===== config.mk =====
export PLATFORM = sky130hd
export DESIGN_NAME = layer_compositor
export DESIGN_NICKNAME = d
export VERILOG_FILES = /design/src/rtl/layer_compositor.sv
export SDC_FILE = /design/constraint.sdc
export NUM_CORES = 1
export LEC_CHECK = 0
export ABC_AREA = 0
export CORE_UTILIZATION = 45
export DETAILED_ROUTE_END_ITERATION = 16
export PLACE_DENSITY = 0.72
export RECOVER_POWER = 50
export SYNTH_ARGS = -nofsm -noshare
export SYNTH_HDL_FRONTEND = slang
export SYNTH_SLANG_ARGS = --single-unit

===== constraint.sdc =====
create_clock -name clk -period 5.5 [get_ports clk]
set_input_delay 1.65 -clock clk [delete_from_list [all_inputs] [get_ports clk]]
set_output_delay 1.65 -clock clk [all_outputs]
set_load 0.01 [all_outputs]

===== src/rtl/layer_compositor.sv =====
// layer_compositor: priority/colour-key layer mux with global fade, fixed-latency pixel pipeline
// and frame-synchronous double-buffered configuration.
module layer_compositor #(
  parameter int          N_LAYERS    = 6,
  parameter int          COLOR_W     = 8,
  parameter int          PIPE_STAGES = 2,
  parameter logic [23:0] BG_COLOR    = 24'h000000
) (
  input  logic                           clk,
  input  logic                           rst_n,
  input  logic                           de_in,
  input  logic                           frame_start,
  input  logic [N_LAYERS-1:0]            layer_en,
  input  logic [N_LAYERS*3*COLOR_W-1:0]  layer_rgb,
  input  logic                           cfg_valid,
  output logic                           cfg_ready,
  input  logic [N_LAYERS-1:0]            cfg_mask,
  input  logic [N_LAYERS-1:0]            cfg_key_en,
  input  logic [3*COLOR_W-1:0]           cfg_key_color,
  input  logic [3:0]                     cfg_fade,
  output logic [COLOR_W-1:0]             r,
  output logic [COLOR_W-1:0]             g,
  output logic [COLOR_W-1:0]             b,
  output logic                           de_out
);
  localparam int PW = 3*COLOR_W;

  function automatic logic [COLOR_W-1:0] rs(input logic [7:0] v);
    logic [COLOR_W-1:0] o;
    o = '0;
    for (int i = 0; i < COLOR_W && i < 8; i++) o[i] = v[i];
    return o;
  endfunction

  function automatic logic [COLOR_W-1:0] fd(input logic [COLOR_W-1:0] c, input logic [3:0] f);
    logic [4:0] m;
    m = 5'd16 - {1'b0, f};
    return COLOR_W'(({5'b0, c} * {{COLOR_W{1'b0}}, m}) >> 4);
  endfunction

  localparam logic [PW-1:0] BG = {rs(BG_COLOR[23:16]), rs(BG_COLOR[15:8]), rs(BG_COLOR[7:0])};

  typedef enum logic {IDLE, PENDING} state_t;
  state_t state, state_nx;
  logic accept, apply;
  logic [N_LAYERS-1:0] sh_mask, sh_key_en, act_mask, act_key_en;
  logic [PW-1:0] sh_key, act_key;
  logic [3:0] sh_fade, act_fade;

  always_comb begin
    cfg_ready = state == IDLE;
    accept    = cfg_valid && state == IDLE;
    apply     = frame_start && state == PENDING;
    state_nx  = accept ? PENDING : apply ? IDLE : state;
  end

  always_ff @(posedge clk or negedge rst_n)
    if (!rst_n) state <= IDLE;
    else state <= state_nx;

  always_ff @(posedge clk or negedge rst_n)
    if (!rst_n) begin
      sh_mask <= '1;
      sh_key_en <= '0;
      sh_key <= '0;
      sh_fade <= '0;
      act_mask <= '1;
      act_key_en <= '0;
      act_key <= '0;
      act_fade <= '0;
    end else begin
      if (accept) begin
        sh_mask <= cfg_mask;
        sh_key_en <= cfg_key_en;
        sh_key <= cfg_key_color;
        sh_fade <= cfg_fade;
      end
      if (apply) begin
        act_mask <= sh_mask;
        act_key_en <= sh_key_en;
        act_key <= sh_key;
        act_fade <= sh_fade;
      end
    end

  // Ascending scan so the highest visible index overwrites lower ones.
  logic [PW-1:0] sel, px;
  always_comb begin
    sel = BG;
    px = '0;
    for (int i = 0; i < N_LAYERS; i++) begin
      px = layer_rgb[i*PW +: PW];
      if (layer_en[i] && act_mask[i] && !(act_key_en[i] && px == act_key)) sel = px;
    end
  end

  logic [PW-1:0] s1_rgb, faded;
  logic s1_de;
  logic [3:0] s1_fade;
  logic [PW-1:0] p_rgb [2:PIPE_STAGES];
  logic p_de [2:PIPE_STAGES];

  assign faded = {fd(s1_rgb[PW-1 -: COLOR_W], s1_fade), fd(s1_rgb[2*COLOR_W-1 -: COLOR_W], s1_fade),
                  fd(s1_rgb[COLOR_W-1:0], s1_fade)};

  // Blank pixels are zeroed on entry; fading zero keeps them zero downstream.
  always_ff @(posedge clk or negedge rst_n)
    if (!rst_n) begin
      s1_rgb <= '0;
      s1_de <= 1'b0;
      s1_fade <= '0;
      for (int i = 2; i <= PIPE_STAGES; i++) begin
        p_rgb[i] <= '0;
        p_de[i] <= 1'b0;
      end
    end else begin
      s1_rgb <= de_in ? sel : '0;
      s1_de <= de_in;
      s1_fade <= act_fade;
      p_rgb[2] <= faded;
      p_de[2] <= s1_de;
      for (int i = 3; i <= PIPE_STAGES; i++) begin
        p_rgb[i] <= p_rgb[i-1];
        p_de[i] <= p_de[i-1];
      end
    end

  assign {r, g, b} = p_rgb[PIPE_STAGES];
  assign de_out = p_de[PIPE_STAGES];
endmodule


==> summary.txt, run 1 <==
Floorplanning
  – Core box area: 0.0228 mm²
  – Rows: 55
  – Initial Util: 0.461
  – I/O pins: 221
  – Die Width: around 150 µm
  – Die H: about 150 µm
  – DIE AREA: about 0.024 mm²

Placed design
  – Post-DP HPWL: around 25 mm
  – GP Congestion: between 0.9 and 1
  – # port buffers: 220

Finish
  – Finished Core Util: 0.590
  – Filler Cells Inserted: approximately 2000
  – Commonest non-fill, non-tap cell in the layout: clkdlybuf4s50_1
  – Share of layout cells above drive strength 1: 0.118
  – Antenna cells: 0
  – Nets@finish: between 1500 and 2000
  – Synth-to-Final Area Change: 28.0%
  – Commonest cells after routing, fill and taps aside: clkdlybuf4s50_1, dfrtp_1, nand2_1, xor2_1, mux2_2

STA
  – Sum Neg Setup Slack: 0 ns
  – Crit share post-route: 0.877
  – Hold slack final: 0.349 ns
  – Least-Margin Pin Slew: just over 2 ns
  – RSZ-0062 raised after global routing: false
  – Final Critical Period: just under 5 ns
  – Final hold violations: 0
  – Final number of setup-violating endpoints: 0
  – Relative slew slack: -0.375
  – Final Skew: 0.0127 ns
  – Max-slew violations: 154
  – Fmax: between 200 and 250 MHz

Global route
  – GR Layer Usage met2: 0.478
  – Initial antenna violation count: 2
  – Met3 track demand over resource: 0.0555
  – Global-route met1 utilization: 0.350
  – GRT Residual Overflow: 0
  – Total GRT Usage: 0.281
  – GR peak layer: met2
  – Vias in the first global route: between 8000 and 9000
  – First-pass GRT wire length: between 50 and 60 mm
  – Largest net degree at the start of global routing: 83

Clocking
  – Reg clk slew, reported paths: ~0.07 ns
  – Post_cts resized: 0
  – CTS tree: built
  – Clock latency on the worst-skew pair: ~0.44 ns
  – CTS max path bufs: 2
  – Post-CTS Setup Repair Bufs: 0
  – Hold-fix buffers, CTS: 0
  – Clk root buf: clkbuf_16
  – CTS H-Tree Depth: 4
  – TritonCTS Buffers: 17
  – Clock sink total: 135

Synth
  – Post-synthesis mux area share: 0.0858
  – Cell variety after synth: 41
  – Syn Nets: 1352
  – FF+latch count, synth: 135
  – Cell Area, Synth: between 0.01 and 0.015 mm²
  – Cell count after synthesis: 1054
  – Synth Area in Simple Gates: 0.139
  – Synth Area in Compound Gates: 0.0930
  – Synth Area in XOR/XNOR: 0.142
  – Post-synthesis sequential area ratio: 0.323
  – Yosys warning count: 0
  – Largest family of logic cells by synthesized area: adder cells
  – Synth Area in Adders: 0.157
  – Syn avg cell area: about 10 µm²

Detailed routing
  – Vias: about 8700
  – Initial DRT Pass Iterations: 5
  – DRC errors left: 0
  – ANT nets after route: 0
  – Starting DRT DRC Count: between 500 and 600
  – Vias per cell: between 5 and 6
  – Routed wire length: 32.2 mm
  – Routed wire per std cell: approximately 21 µm

Setup path
  – CP required: slightly below 6 ns
  – Delay-heaviest family, CP: adder cells
  – Endpoint type of the worst setup path: flip-flop
  – Critical path type: reg2reg
  – Crit path max fanout: 22
  – CP most frequent cell: fa_1
  – R2R Setup Slk: ~0.68 ns
  – Max stage delay on crit path: roughly 0.57 ns
  – Arr. time, crit path: about 5.1 ns
  – Slowest cell on the critical path: fa_1
  – Nature of the critical path startpoint: flip-flop
  – Crit path buffers/inverters: 4
  – Crit path cell chain: buf_4 > inv_1 > ha_1 > xnor2_1 > buf_4 > nand2_1 > fa_1 > fa_1 > fa_1 > inv_1 > ha_1 > o21a_1 > o31a_1 > o311ai_0 > nand2b_1 > a211oi_1 > nor2_1

Pwr
  – PwrDens: between 400 and 500 mW/mm²
  – Peak supply drop: 0.000220 V
  – Leakage: approximately 5.7 nW

Run
  – Max-cap violations: 3

Status
  – Status: finished, violations left
  – Failing checks: max-capacitance violations, max-slew violations

Hold path
  – Min-Delay Path Class: reg2reg
[area by class of cell]
class	instances	area, µm²	share of cell area
Clock buffer	17	425	0.0316
Timing Repair Buffer	234	2290	0.171
Inverter	73	274	0.0204
Sequential cell	135	3390	0.252
Multi-Input combinational cell	776	6520	0.485
Tap cell	313	392	0.0291
Clock inverter	15	154	0.0114
[metal layers]
metal	up-vias	share of wire
li1	3958	-
met1	4273	0.40
met2	408	0.49
met3	86	0.075
met4	2	0.038
met5	-	0.00034
[stage by stage]
step	setup slack, ns	std cells	power (mW)	cell area, µm²
2_1_floorplan	0.646	1054	4.18	10500
5_1_grt	0.413	1563	6.89	13400
3_5_place_dp	0.705	1531	5.20	12900
6_report	0.676	1563	6.39	13400
4_1_cts	0.677	1563	6.40	13500
3_3_place_gp	0.825	1531	5.12	12900
[report_power, final]
part	total [mW]	switching, mW	leakage [nW]	internal, mW
combinational	3.39	1.76	3.84	1.63
sequential	1.84	0.466	1.62	1.38
clock	1.16	0.513	0.282	0.642
[path summary, 6_finish.rpt]
| kind | cells past startpoint | to | startpoint |
|---|---|---|---|
| min in group asynchronous | 1 | p_rgb[18] | rst_n |
| max reg2reg | 17 | p_rgb[14] | s1_fade[0] |
| max in group asynchronous | 2 | s1_rgb[16] | rst_n |
| min | 0 | de_out | s1_de |
| min reg2reg | 0 | de_out | s1_de |
| max | 17 | p_rgb[14] | s1_fade[0] |
[synth_stat cells]
library cell,instances,area share
nor2_1,53,0.019
or3_1,2,0.0012
nand3_1,8,0.0038
ha_1,55,0.066
a21oi_1,53,0.025
inv_1,73,0.026
clkbuf_4,2,0.0014
buf_2,32,0.015
mux2_2,80,0.086
o311ai_0,2,0.0017
xnor2_2,4,0.0062
nor2b_1,1,0.00060
and2_1,60,0.036
dfrtp_1,123,0.29
or4_1,1,0.00071
o21ai_0,6,0.0029
buf_1,4,0.0014
dfstp_2,12,0.030
o211ai_1,2,0.0014
nor4_1,18,0.011
a311o_1,24,0.023
buf_6,6,0.0064
o31a_1,4,0.0033
nor3b_1,1,0.00071
or2_2,1,0.00060
nor3_1,18,0.0086
o311ai_2,1,0.0015
nand2_1,85,0.030
o221ai_1,24,0.020
nand2b_1,3,0.0018
or4_4,1,0.0011
xor2_1,85,0.071
clkbuf_1,26,0.0093
fa_1,48,0.091
a211oi_1,2,0.0014
o22a_1,1,0.00083
o211a_1,2,0.0019
nand4_1,41,0.024
o211ai_4,1,0.0020
o21a_1,11,0.0079
xnor2_1,78,0.065
[kinds of logic (layout without fill, tap and decap cells)]
kind of cell,after synthesis,count (layout)
simple gates,293,293
xor+xnor,167,167
buf+inv,143,339
flops,135,135
compound gates,133,133
fa+ha+maj,103,103
mux,80,80
[flip-flops by register name, summed over array words and instances, names as in the netlist]
register    count
s1_de           1
sh_mask         6
sh_key         24
s1_rgb         24
state           1
act_fade        4
act_key_en      6
act_key        24
act_mask        6
de_out          1
p_rgb          24
s1_fade         4
sh_fade         4
sh_key_en       6
Power figures use the tool's default switching activity.
==> inputs of run 2 (changes only) <==
Settings changed: HOLD_SLACK_MARGIN from default to 0.12.
==> results of run 2 <==
Same layout as run 1: the final DEF is identical, and so are final timing and power.
==> inputs of run 3 (changes only) <==
Settings changed: CORE_MARGIN from default to 3.
==> run 3 against run 2 <==
Net effect:
- the flow still finishes with violations (max-capacitance violations, max-slew violations)
- setup slack improved by 0.24 ns
- fmax increased by 5.3%
- total power increased by 0.93%
- sequential share of layout area decreased by 0.10 points
- register-to-register slack improved by 0.24 ns
- worst hold slack improved by 0.0060 ns
- flip-flop and latch count unchanged
- sequential power about the same
- non-clock buffer count unchanged
- global-route usage decreased by 1.9 points
- critical path depth decreased by 1
- clock-buffer cell count unchanged
- critical path type unchanged
- largest power group unchanged
==> summary.txt, run 3 (synthesized netlist as in run 1, its figures left out) <==
Status
  – Status: finished, violations left
  – Failing checks: max-capacitance violations, max-slew violations

Pwr
  – Peak supply drop: 0.000211 V (-4.0%)
  – Leakage: 5.75 nW (+0.20%)
  – PwrDens: 477 mW/mm² (+0.52%)
  – Tot Pwr: 6.45 mW (+0.93%)

Floorplanning
  – Core box area: 0.0228 mm² (unchanged)
  – Rows: 55 (unchanged)
  – Die H: 159 µm (+2.6%)
  – DIE AREA: 0.0252 mm² (+5.2%)
  – Die Width: 159 µm (+2.6%)
  – I/O pins: 221 (unchanged)
  – Initial Util: 0.461 (unchanged)

Global route
  – Total GRT Usage: 0.262 (-0.0190)
  – Vias in the first global route: 9027 (+1.0%)
  – Initial antenna violation count: 1 (-1)
  – Largest net degree at the start of global routing: 83 (unchanged)
  – GRT Residual Overflow: 0 (unchanged)
  – First-pass GRT wire length: 51.4 mm (+2.1%)

STA
  – Sum Neg Setup Slack: 0 ns (unchanged)
  – Final number of setup-violating endpoints: 0 (unchanged)
  – RSZ-0062 raised after global routing: false
  – Max-slew violations: 177 (+15%)
  – Hold slack final: 0.355 ns (+0.00598 ns)
  – Least-Margin Pin Slew: 2.17 ns (+0.106 ns)
  – Relative slew slack: -0.445 (-0.0708)
  – Final Critical Period: 4.58 ns (-0.243 ns)
  – Final hold violations: 0 (unchanged)
  – Crit share post-route: 0.833 (-0.0443)
  – Fmax: 218 MHz (+5.3%)
  – Final Skew: 0.0119 ns (-0.000835 ns)

Placed design
  – GP Congestion: 0.982 (+9.1%)
  – Post-DP HPWL: 26.2 mm (+3.0%)
  – # port buffers: 220 (unchanged)

Finish
  – Synth-to-Final Area Change: 28.5%
  – Commonest non-fill, non-tap cell in the layout: clkdlybuf4s50_1
  – Filler Cells Inserted: 1953 (-1.1%)
  – Finished Core Util: 0.593 (+0.00236)
  – Share of layout cells above drive strength 1: 0.118 (-0.000800)
  – Nets@finish: 1535 (unchanged)
  – Commonest cells after routing, fill and taps aside: clkdlybuf4s50_1, dfrtp_1, nand2_1, xor2_1, mux2_2

Detailed routing
  – Metal2 WL: 15.4 mm (-1.7%)
  – Starting DRT DRC Count: 927 (+57%)
  – DRC errors left: 0 (unchanged)
  – Metal3 WL: 2.45 mm (+1.8%)
  – ANT nets after route: 0 (unchanged)
  – Vias: 8814 (+1.0%)
  – Routed wire per std cell: 21.1 µm (+2.0%)
  – Initial DRT Pass Iterations: 6 (+1)
  – Metal-1 WL: 13.7 mm (+5.8%)
  – Routed wire length: 32.9 mm (+2.1%)
  – Max Used Layer: met5
  – Vias per cell: 5.64 (+0.93%)

Setup path
  – Endpoint type of the worst setup path: flip-flop
  – R2R Path End: p_rgb[14]
  – FF-to-FF Start: s1_fade[0]
  – Arr. time, crit path: 4.89 ns (-0.25 ns)
  – CP required: 5.81 ns (about the same)
  – Crit path max fanout: 21 (-4.5%)
  – Critical path type: reg2reg
  – Nature of the critical path startpoint: flip-flop
  – R2r worst-path depth: 16 (-1)
  – R2R Setup Slk: 0.92 ns (+0.24 ns)

Clocking
  – Clk root buf: clkbuf_16
  – CTS H-Tree Depth: 4 (unchanged)
  – TritonCTS Buffers: 17 (unchanged)
  – Reg clk slew, reported paths: 0.07 ns (about the same)
  – CTS max path bufs: 2 (unchanged)
  – Clock latency on the worst-skew pair: 0.43 ns (about the same)
  – Hold-fix buffers, CTS: 0 (unchanged)
  – Clock sink total: 135 (unchanged)
  – Post_cts resized: 0 (unchanged)
  – CTS tree: built
  – Post-CTS Setup Repair Bufs: 0 (unchanged)

Hold path
  – Hold Crit Endpoint: de_out
  – Hold Path Stages: 0 (unchanged)
  – Min-Delay Path Class: reg2reg
  – HP Start: s1_de

Run
  – Max-cap violations: 4 (+1)
## run 3: changes by cell type in the layout (fill, tap and decap cells not counted), sizes merged
| cell | before | now |
|---|---|---|
| clkdlybuf4s50 | 212 | 217 |
| dlygate4sd3 | 7 | 2 |
| inv | 84 | 82 |
| clkinvlp | 2 | 0 |
| diode | 0 | 1 |
| clkinv | 1 | 5 |
## run 3: worst max path at each step
stage	start	depth (start not counted)	to
after floorplan	s1_fade[0]	18	p_rgb[14]
after global placement	s1_fade[0]	17	p_rgb[22]
after detailed placement	s1_fade[0]	17	p_rgb[22]
after CTS	s1_fade[0]	16	p_rgb[14]
after global routing	s1_fade[0]	16	p_rgb[14]
final	s1_fade[0]	16	p_rgb[14]
## run 3: area by class of cell
class	count	area, µm²	area share
multi-input cells	776	6510	0.482
flip-flops and latches	135	3390	0.251
clock inverters	15	200	0.0148
inverters	73	274	0.0203
well taps	313	392	0.0290
clock buffers	17	425	0.0315
repair buffers	234	2310	0.171
diodes	1	2.50	0.000185
## run 3: worst max-delay path, cell delays in order, from the launching register on
cell and delay, ns:
dfrtp_1 0.38, buf_4 0.20, nor3_1 0.24, xnor2_1 0.22
buf_4 0.30, nand2_1 0.11, fa_1 0.53, fa_1 0.43
fa_1 0.49, inv_1 0.04, ha_1 0.31, o21a_1 0.20
o31a_1 0.13, o311ai_0 0.44, nand2b_1 0.15, a211oi_1 0.24
nor2_1 0.05
## run 3: through the flow
step / std cells / instance area [µm²] / setup WS (ns)
after CTS: 1563 / 13500 / 0.916
after global placement: 1531 / 12900 / 0.978
final: 1564 / 13500 / 0.920
after floorplan: 1054 / 10500 / 0.646
after global routing: 1563 / 13500 / 0.614
after detailed placement: 1531 / 12900 / 0.920
## run 3: routing by layer
layer / vias up / track usage
met5: - / 0
met4: 2 / 0.109
met3: 81 / 0.0430
met2: 474 / 0.425
met1: 4287 / 0.349
li1: 3970 / -
## run 3: power by group
group          switching [mW]  total [mW]  internal (mW)
Sequential              0.489        1.86           1.37
Clock                   0.541        1.20          0.660
Combinational            1.75        3.38           1.64
